===== config.mk =====
export PLATFORM = sky130hd
export DESIGN_NAME = sumador_segmentado
export DESIGN_NICKNAME = d
export VERILOG_FILES = /design/src/rtl/sumador_segmentado.sv
export SDC_FILE = /design/constraint.sdc
export NUM_CORES = 1
export LEC_CHECK = 0
export BUFFER_PORTS_ARGS = -buffer_cell sky130_fd_sc_hd__buf_2
export CAP_MARGIN = 5
export CORE_MARGIN = 2
export CORE_UTILIZATION = 35
export CTS_CLUSTER_DIAMETER = 60
export CTS_CLUSTER_SIZE = 40
export DETAILED_ROUTE_END_ITERATION = 6
export MAX_ROUTING_LAYER = met4
export SLEW_MARGIN = 20
export SYNTH_ARGS = -nofsm -noshare
export SYNTH_HDL_FRONTEND = slang
export SYNTH_SLANG_ARGS = --single-unit
export TNS_END_PERCENT = 20

===== constraint.sdc =====
create_clock -name clk -period 10.3 [get_ports clk]
set_input_delay 3.09 -clock clk [delete_from_list [all_inputs] [get_ports clk]]
set_output_delay 3.09 -clock clk [all_outputs]
set_load 0.005 [all_outputs]

===== src/rtl/sumador_segmentado.sv =====
// sumador_segmentado: multi-cycle adder/subtractor working on CHUNK-bit slices,
// LSB slice first, one slice per clock, with valid/ready handshakes on both sides.
// Optional build macro: SUMADOR_SAT_EN -- saturate O on signed overflow.
module sumador_segmentado #(
    parameter int WIDTH = 32,
    parameter int CHUNK = 8
) (
    input  logic             clk,
    input  logic             rst,
    input  logic             in_valid,
    output logic             in_ready,
    input  logic [WIDTH-1:0] A,
    input  logic [WIDTH-1:0] B,
    input  logic             resta,
    output logic [WIDTH-1:0] O,
    output logic             out_valid,
    input  logic             out_ready,
    output logic             carry,
    output logic             overflow,
    output logic             zero
);

    localparam int NSLICE = WIDTH / CHUNK;
    localparam int CNT_W  = (NSLICE > 1) ? $clog2(NSLICE) : 1;
    localparam logic [CNT_W-1:0] LAST = CNT_W'(NSLICE - 1);

    typedef enum logic [1:0] {
        IDLE = 2'd0,
        BUSY = 2'd1,
        DONE = 2'd2
    } state_t;

    state_t           state;
    logic [CNT_W-1:0] cnt;
    logic [WIDTH-1:0] op_a;
    logic [WIDTH-1:0] op_b;   // B already inverted for subtraction
    logic             cy;     // running carry between slices

    logic [CHUNK:0]   slice_sum;
    logic [WIDTH-1:0] o_next;
    logic             ovf_next;

`ifdef SUMADOR_SAT_EN
    // Clamp to the most positive / most negative value; the sign of operand A
    // tells the overflow direction, since both operands share it on overflow.
    function automatic logic [WIDTH-1:0] saturate(input logic [WIDTH-1:0] raw,
                                                  input logic             ovf,
                                                  input logic             a_msb);
        logic signed [WIDTH-1:0] res;
        res = raw;
        if (ovf) res = a_msb ? {1'b1, {(WIDTH-1){1'b0}}} : {1'b0, {(WIDTH-1){1'b1}}};
        return res;
    endfunction
`endif

    // Current slice adder and the full result with this slice merged in
    always_comb begin
        slice_sum = {1'b0, op_a[cnt*CHUNK +: CHUNK]}
                  + {1'b0, op_b[cnt*CHUNK +: CHUNK]}
                  + {{CHUNK{1'b0}}, cy};
        o_next = O;
        o_next[cnt*CHUNK +: CHUNK] = slice_sum[CHUNK-1:0];
        ovf_next = (op_a[WIDTH-1] == op_b[WIDTH-1]) && (o_next[WIDTH-1] != op_a[WIDTH-1]);
    end

    assign in_ready = (state == IDLE);

    // Control FSM, slice sequencing and registered result/flags
    always_ff @(posedge clk) begin
        if (rst) begin
            state     <= IDLE;
            cnt       <= '0;
            O         <= '0;
            carry     <= 1'b0;
            overflow  <= 1'b0;
            zero      <= 1'b0;
            out_valid <= 1'b0;
        end else begin
            case (state)
                IDLE: begin
                    if (in_valid) begin
                        op_a  <= A;
                        op_b  <= B ^ {WIDTH{resta}};
                        cy    <= resta;
                        cnt   <= '0;
                        state <= BUSY;
                    end
                end
                BUSY: begin
                    O   <= o_next;
                    cy  <= slice_sum[CHUNK];
                    cnt <= cnt + 1'b1;
                    if (cnt == LAST) begin
                        carry     <= slice_sum[CHUNK];
                        overflow  <= ovf_next;
                        zero      <= (o_next == '0);
                        out_valid <= 1'b1;
                        state     <= DONE;
`ifdef SUMADOR_SAT_EN
                        O         <= saturate(o_next, ovf_next, op_a[WIDTH-1]);
`endif
                    end
                end
                DONE: begin
                    if (out_ready) begin
                        out_valid <= 1'b0;
                        state     <= IDLE;
                    end
                end
                default: state <= IDLE;
            endcase
        end
    end

endmodule


==> metrics.yaml <==
run_status:
  status: "completed"
global_route:
  grt_pass1_vias: 3400
  grt_first_pass_wirelength_mm: 17.66
  grt_antenna_before_repair: 0
  grt_max_degree: 65
  overflow: 0
  grt_use_total: 0.1556
synth:
  syn_inst: 399
  synth_top_area_share: 0.3891
  synth_area_mm2: 0.005016
  synth_nets: 483
  ys.flop_type: "edfxtp_1"
  ys_warn_count: 0
  synth_seq_area_share: 0.5488
  avgSynthCellArea_um2: 12.57
  synth_common_cells: "65 x edfxtp_1, 54 x nor2_1, 40 x dfxtp_1"
  ys_ff_latch: 105
  synth.most_common_cell: "edfxtp_1"
  synth_edf_count: 65
  synthDistinctLibCells: 58
  synth_area_leader_cell: "edfxtp_1"
  ys_top_cells_by_area: "edfxtp_1 39%, dfxtp_1 16%, mux4_2 7.2%"
  synth-async-reset-ratio: 0
setup_path:
  cp.depth: 3
  r2r_end: "zero"
  critPathSlowestCell: "buf_4"
  start_kind: "input pin"
  reg2reg_depth: 9
  path_buf_inv: 2
  worstSetupEndpointType: "flop"
  setup.worst_path.class: "in -> reg"
  cp_slowest_stage_delay_ps: 630
  path_cells: "buf_2, nor3_2, buf_4"
  reg2reg_from: "cnt[0]"
  cp.arrival_ps: 4380
  required_ps: 10270
  path_delay_family: "buffers and inverters"
  r2r_setup_slack_ps: 6390
  critPathMaxFanout: 64
clock_tree:
  htreeDepth: 3
  cts_root_buf: "clkbuf_16"
  clkSinkCount: 105
  cts_tree: "built"
  post_cts_buffers: 0
  insertion_delay_ps: 340
  clk_pin_slew_worst_paths_ps: 70
  hold_buffers: 0
  cts_buffers: 9
  cts.path.max_buffers: 2
  postCtsResizedCells: 0
timing:
  finalSetupTns_ps: 0
  min_period_ps: 4410
  max_freq_mhz: 226.8
  hold_slack_ps: 527.2
  fin_skew_ps: 5.534
  setup_slack_ps: 5890
  final.period_utilization: 0.4282
  slew_headroom: 0.4187
  finalHoldViolations: 0
  rsz0062_at_grt: "no"
  setup_viol: 0
  slew_viol_final: 0
  tightestPinTransition_ps: 872.0
cells_and_area:
  synthToLayoutAreaGrowth_pct: 18.16
  drive_gt1_frac: 0.3078
  nets: 577
  fin_area_mm2: 0.005927
  multi_input_area_mm2: 0.002100
  num-fill-cells: 1310
  antenna_cells: 0
  ff_latch_area_mm2: 0.002754
placed_design:
  numPortBuffers: 105
  placed_area_mm2: 0.005645
  place_hpwl_mm: 8.228
  place_ws_ps: 5518
  routabilityCongestion: 0.8498
routing:
  routed_wl_mm: 11.29
  drcViolationCount: 0
  drtIter0Drc: 214
  routedWlPerCell_um: 16.68
  vias: 3489
  drt-vias-per-instance: 5.154
  ant_nets: 0
  dr.pass1.iters: 4
die:
  core_area_mm2: 0.01393
  pin_count: 106
  die_x_um: 123.7
  rows: 43
  initial_core_util: 0.3600
  die-area_mm2: 0.01531
  dieHeight_um: 123.7
power_and_ir_drop:
  total_leakage_power_nw: 2.265
  ir_drop_v: 0.00008119
  power_density_mw_per_mm2: 164.6
min_path:
  hold_path_class: "reg -> reg"
  min_path_cells: 2
  hold_path_startpoint: "carry"
  min_to: "carry"
job:
  cap_violations: 0
==> stage by stage <==
step	cells	power, W	utilization
6_report	677	0.0009755	0.4253
4_1_cts	677	0.0009876	0.4253
3_3_place_gp	662	0.0006546	0.4051
5_1_grt	677	0.001020	0.4253
3_5_place_dp	662	0.0006590	0.4051
2_1_floorplan	399	0.0006083	-
==> worst max-delay path by stage <==
stage / slack, ps / end / start
final: 5890 / op_a[8] / rst
after global routing: 5770 / op_a[0] / rst
after CTS: 5890 / op_a[16] / rst
after detailed placement: 5520 / op_a[8] / rst
after global placement: 5560 / op_a[18] / rst
after floorplan: 1820 / op_a[0] / rst
==> per-layer routing <==
metal	track usage	share of wire	up-vias
li1	-	-	1693
met1	0.2031	0.45	1653
met2	0.2445	0.48	131
met3	0.03434	0.064	12
met4	0.04545	0.013	0
met5	-	0	-
==> kinds of logic (layout without fill, tap and decap cells) <==
family | count (synthesis) | in the layout | synth area share
AOI/OAI and AO/OA | 87 | 87 | 0.1332
xor gates and xnor gates | 35 | 35 | 0.06111
adders and majority gates | 15 | 15 | 0.04041
buffers and inverters | 31 | 129 | 0.03367
DFF | 105 | 105 | 0.5488
muxes | 18 | 18 | 0.07583
and+or+nand+nor | 108 | 108 | 0.1070
==> state kept, by name (all words and copies together), names as in the netlist, 2 cells and up <==
register / flops
O: 32
op_a: 32
op_b: 32
cnt: 2
state: 2
==> where the power goes <==
group          internal (W)  leakage (nW)  switching (W)
clock network      0.000169         0.137       0.000158
registers          0.000467         0.927      0.0000101
logic             0.0000682          1.20       0.000104
==> cells in the final DEF, fill, tap and decap left out, types with 4 or more instances in the layout <==
| master | Yosys | layout |
|---|---|---|
| buf_2 | 3 | 105 |
| edfxtp_1 | 65 | 65 |
| nor2_1 | 54 | 54 |
| dfxtp_1 | 40 | 39 |
| xor2_1 | 34 | 34 |
| a22oi_1 | 30 | 30 |
| mux4_2 | 16 | 16 |
| a21oi_1 | 15 | 15 |
| nand2_1 | 14 | 14 |
| ha_1 | 13 | 13 |
| clkbuf_16 | 0 | 9 |
| o21ai_0 | 8 | 8 |
| inv_1 | 7 | 7 |
| nor4_1 | 7 | 7 |
| nand2b_1 | 6 | 6 |
| a211oi_1 | 6 | 6 |
| nor3_1 | 5 | 4 |
==> cell type report <==
| class | instances | area share |
|---|---|---|
| Clock buffer | 9 | 0.03800 |
| Clock inverter | 6 | 0.009500 |
| Inverter | 7 | 0.004433 |
| Multi-Input combinational cell | 263 | 0.3542 |
| Sequential cell | 105 | 0.4646 |
| Tap cell | 180 | 0.03800 |
| Timing Repair Buffer | 107 | 0.09120 |
==> worst register-to-register path: stages (launching register included) <==
cell and delay [ps]:
dfxtp_2 880, mux4_2 640, fa_1 450, fa_1 430
a211oi_1 320, nor2_1 110, xor2_1 510, o2bb2ai_1 190
nor4_1 60, a31o_1 210
Note: power is estimated with default switching activity, not from simulation.
